`src/rtl/bin2bcd_seq.sv`:
```
// Sequential binary-to-BCD converter (shift-add-3, one operand bit per clock); result registered and held between conversions.
// Optional macro BIN2BCD_SAT_EN: clamp the BCD output to all nines on overflow instead of wrapping mod 10^DIGITS.
module bin2bcd_seq #(
    parameter int BIN_W  = 20,
    parameter int DIGITS = 6
) (
    input  logic                  clk,
    input  logic                  rst,
    input  logic                  start,
    input  logic [BIN_W-1:0]      bin,
    output logic                  busy,
    output logic                  done,
    output logic [DIGITS*4-1:0]   bcd,
    output logic                  ovf
);

    localparam int AW = DIGITS*4 + 1;
    localparam int CW = $clog2(BIN_W + 1);

    typedef enum logic [1:0] {IDLE, SHIFT, LOAD} state_t;

    state_t               st;
    logic [BIN_W-1:0]     bin_sr;
    logic [AW-1:0]        acc;
    logic [CW-1:0]        cnt;

    logic [AW-1:0]        acc_adj;
    logic                 ovf_nxt;
    logic [DIGITS*4-1:0]  bcd_nxt;

    // Add-3 on each digit nibble; the carry bit above the digits is left untouched.
    always_comb begin
        acc_adj = acc;
        for (int k = 0; k < DIGITS; k++) begin
            if (acc[4*k +: 4] >= 4'd5)
                acc_adj[4*k +: 4] = acc[4*k +: 4] + 4'd3;
        end
    end

    always_comb begin
        ovf_nxt = acc[AW-1];
        for (int k = 0; k < DIGITS; k++) begin
            if (acc[4*k +: 4] > 4'd9)
                ovf_nxt = 1'b1;
        end
`ifdef BIN2BCD_SAT_EN
        bcd_nxt = ovf_nxt ? {DIGITS{4'h9}} : acc[DIGITS*4-1:0];
`else
        bcd_nxt = acc[DIGITS*4-1:0];
`endif
    end

    always_ff @(posedge clk) begin
        if (rst) begin
            st     <= IDLE;
            bin_sr <= '0;
            acc    <= '0;
            cnt    <= '0;
            busy   <= 1'b0;
            done   <= 1'b0;
            bcd    <= '0;
            ovf    <= 1'b0;
        end else begin
            done <= 1'b0;
            case (st)
                IDLE: begin
                    if (start) begin
                        bin_sr <= bin;
                        acc    <= '0;
                        cnt    <= CW'(BIN_W);
                        busy   <= 1'b1;
                        st     <= SHIFT;
                    end
                end
                SHIFT: begin
                    acc    <= {acc_adj[AW-2:0], bin_sr[BIN_W-1]};
                    bin_sr <= {bin_sr[BIN_W-2:0], 1'b0};
                    cnt    <= cnt - CW'(1);
                    if (cnt == CW'(1))
                        st <= LOAD;
                end
                LOAD: begin
                    bcd  <= bcd_nxt;
                    ovf  <= ovf_nxt;
                    done <= 1'b1;
                    busy <= 1'b0;
                    st   <= IDLE;
                end
                default: st <= IDLE;
            endcase
        end
    end

endmodule

```
`config.mk`:
```
export PLATFORM = sky130hd
export DESIGN_NAME = bin2bcd_seq
export DESIGN_NICKNAME = d
export VERILOG_FILES = /design/src/rtl/bin2bcd_seq.sv
export SDC_FILE = /design/constraint.sdc
export NUM_CORES = 1
export LEC_CHECK = 0
export ABC_AREA = 1
export CELL_PAD_IN_SITES_DETAIL_PLACEMENT = 0
export CELL_PAD_IN_SITES_GLOBAL_PLACEMENT = 2
export CORE_AREA = 2 2 106 108
export CTS_BUF_LIST = sky130_fd_sc_hd__clkbuf_4 sky130_fd_sc_hd__clkbuf_8
export DETAILED_ROUTE_END_ITERATION = 6
export DIE_AREA = 0 0 108 110
export HOLD_SLACK_MARGIN = 0.06
export PLACE_DENSITY_LB_ADDON = 0.1
export SLEW_MARGIN = 0
export SYNTH_ARGS = -nofsm -noshare
export SYNTH_HDL_FRONTEND = slang
export SYNTH_SLANG_ARGS = --single-unit
```
`constraint.sdc`:
```
create_clock -name clk -period 3.3 [get_ports clk]
set_input_delay 0.99 -clock clk [delete_from_list [all_inputs] [get_ports clk]]
set_output_delay 0.99 -clock clk [all_outputs]
set_load 0.01 [all_outputs]
```
==> impl_metrics.env <==
export IMPL_grt_pass1_wl_um=14400
export IMPL_die_width_um=108
export IMPL_vias_per_cell=4.72
export IMPL_r2r_slack_ns=1.71
export IMPL_row_count=38
export IMPL_final_nets=568
export IMPL_synthMostInstantiatedCell="nand2_1"
export IMPL_fin_crit_sh=0.677
export IMPL_crit_path_top_delay_cell="clkdlybuf4s50_1"
export IMPL_r2r_end="acc[7]"
export IMPL_rsz0062_at_grt="false"
export IMPL_dp_hpwl_um=5870
export IMPL_cts_htree_levels=3
export IMPL_crit_type="register to output pin"
export IMPL_path_clk_slew_ns=0.08
export IMPL_final_cells=676
export IMPL_overflow=0
export IMPL_p_leak_nw=1.77
export IMPL_io_pins=50
export IMPL_holdPathStages=2
export IMPL_min_path_type="register to register"
export IMPL_worstMarginPinSlew_ns=0.663
export IMPL_drv_slew=0
export IMPL_pwr_share_seq=0.542
export IMPL_hold_buffers=0
export IMPL_p_per_area_nw_per_um2=441
export IMPL_grt_pass1_vias=3081
export IMPL_synthCells=486
export IMPL_dieArea_um2=11900
export IMPL_syn2layout_area_growth_pct=21.3
export IMPL_cp_max_fo=2
export IMPL_numCtsBuffers=9
export IMPL_root_buffer="clkbuf_8"
export IMPL_cp_start_kind="register"
export IMPL_relSlewSlack=0.557
export IMPL_cp_required_ns=2.31
export IMPL_setup_viol=0
export IMPL_synth_warnings=0
export IMPL_first_pass_iters=5
export IMPL_path_delay_family="buffers and inverters"
export IMPL_p_int_mw=1.38
export IMPL_synthTopCellsByArea="dfxtp_1, nand2_1, o21ai_0"
export IMPL_post_cts_resized=0
export IMPL_postCtsSetupBuffers=0
export IMPL_timing_hold_ws_ns=0.451
export IMPL_worstHoldStart="bin_sr[0]"
export IMPL_skew_ns=0.0101
export IMPL_die_h_um=110
export IMPL_total_power_mw=1.91
export IMPL_crit_arrival_ns=1.24
export IMPL_final_antenna_net_count=0
export IMPL_swShare=0.277
export IMPL_crit_chain="clkdlybuf4s50_1"
export IMPL_drive_gt1_frac=0.0616
export IMPL_dp_cells=660
export IMPL_synth_fp_nets=523
export IMPL_wirelength_um=8650
export IMPL_critPathMaxStageDelay_ns=0.54
export IMPL_antennaDiodeCount=0
export IMPL_place_congestion=0.784
export IMPL_vias=3191
export IMPL_ys_top_cells_by_count="nand2_1, dfxtp_1, o21ai_0"
export IMPL_yosysSeqAreaShare=0.444
export IMPL_synth_edff_count=0
export IMPL_p_sw_mw=0.528
export IMPL_ff2ff_path_depth=5
export IMPL_fin_crit_ns=2.23
export IMPL_synth_flop_cell="dfxtp_1"
export IMPL_antenna_found_initial=0
export IMPL_tns_ns=0
export IMPL_insertion_delay_ns=0.35
export IMPL_yosysUniqueCellTypes=25
export IMPL_grt_max_degree=48
export IMPL_drv_cap=0
export IMPL_grt_util_all_layers=0.155
export IMPL_start_util=0.333
export IMPL_netlist_area_leader_share=0.444
export IMPL_hold_viol_final=0
export IMPL_drt_iter0_markers=135
export IMPL_peakVddDrop_mv=0.151
export IMPL_io_buffers=49
export IMPL_cts_tree="done"
export IMPL_yosys_area_top_type="dfxtp_1"
export IMPL_drc=0
export IMPL_cts_buffer_depth=2
export IMPL_clock_power_share=0.334
export IMPL_comb_power_share=0.124
export IMPL_core_area_um2=10700
export IMPL_wl_per_cell_um=12.8
export IMPL_worst_path_buf_inv=1
export IMPL_fmax_mhz=448
export IMPL_netlist_area_um2=3560
export IMPL_ys_seq_elements=79
export IMPL_synthArstFlopShare=0
export IMPL_r2r_start="st[1]"
export IMPL_status="complete, no violations"
export IMPL_end_kind="output pin"
export IMPL_synth_avg_cell_area_um2=7.33
export IMPL_hold_path_end="bin_sr[0]"
export IMPL_cts_sinks=79
-- state kept, by name, indices dropped and copies added (netlist names) --
| name | flops |
|---|---|
| busy | 1 |
| ovf | 1 |
| bcd | 24 |
| cnt | 5 |
| st | 2 |
| acc | 25 |
| bin_sr | 20 |
| done | 1 |
-- worst max-delay path by stage --
stage | slack, ns | cells past startpoint | endpoint | start
detailed placement | 0.76 | 4 | acc[7] | rst
floorplan | 1.54 | 5 | acc[23] | rst
global route | 1.00 | 1 | bcd[22] | bcd[22]
global placement | 0.84 | 4 | acc[11] | rst
CTS | 1.03 | 1 | bcd[22] | bcd[22]
finish | 1.07 | 1 | bcd[22] | bcd[22]
-- stage by stage --
stage,utilization,cell area (um^2),setup WS (ns)
final,0.404,4320,1.07
after global routing,0.404,4320,1.00
after CTS,0.404,4320,1.03
after detailed placement,0.388,4150,0.758
after global placement,0.388,4150,0.842
after floorplan,-,3560,1.54
-- cell type report --
class                      instances  area [um^2]
fill                            1141         6380
multi-input combinational        334         1670
sequential                        79         1580
timing repair buffer              55          536
inverter                          52          195
tap                              140          175
clock buffer                      10          131
clock inverter                     6         37.5
-- routing by layer --
metal	wire length, um	global-route usage	vias up
met2	3960	0.259	54
met5	0	0	-
met1	4220	0.197	1445
met4	112	0.0632	0
li1	-	-	1683
met3	358	0.0282	9
-- cells in the final DEF, fill, tap and decap left out, types with 6 or more instances in the layout --
cell,instances
nor2_1,51
nand3_1,28
o21ai_0,62
inv_1,49
clkbuf_8,9
buf_4,6
nand2_1,89
o22ai_1,7
ha_1,14
nor3_1,20
a21oi_1,45
clkdlybuf4s50_1,49
dfxtp_1,79
-- power by group through the flow --
stage | sequential [mW] | combinational, mW | clock (mW)
2_1_floorplan | 1.05 | 0.160 | 0
3_3_place_gp | 1.05 | 0.240 | 0
3_5_place_dp | 1.06 | 0.242 | 0
4_1_cts | 1.03 | 0.243 | 0.667
5_1_grt | 1.04 | 0.270 | 0.709
6_report | 1.03 | 0.236 | 0.638
-- kinds of logic (layout without fill, tap and decap cells) --
| logic type | count (synthesis) | in the layout | share of synthesized area |
|---|---|---|---|
| and+or+nand+nor | 199 | 199 | 0.241 |
| xor gates and xnor gates | 1 | 1 | 0.00246 |
| DFF | 79 | 79 | 0.444 |
| adders and majority gates | 14 | 14 | 0.0492 |
| AOI/OAI and AO/OA | 120 | 120 | 0.175 |
| buffers and inverters | 73 | 123 | 0.0888 |
Power figures use the tool's default switching activity.
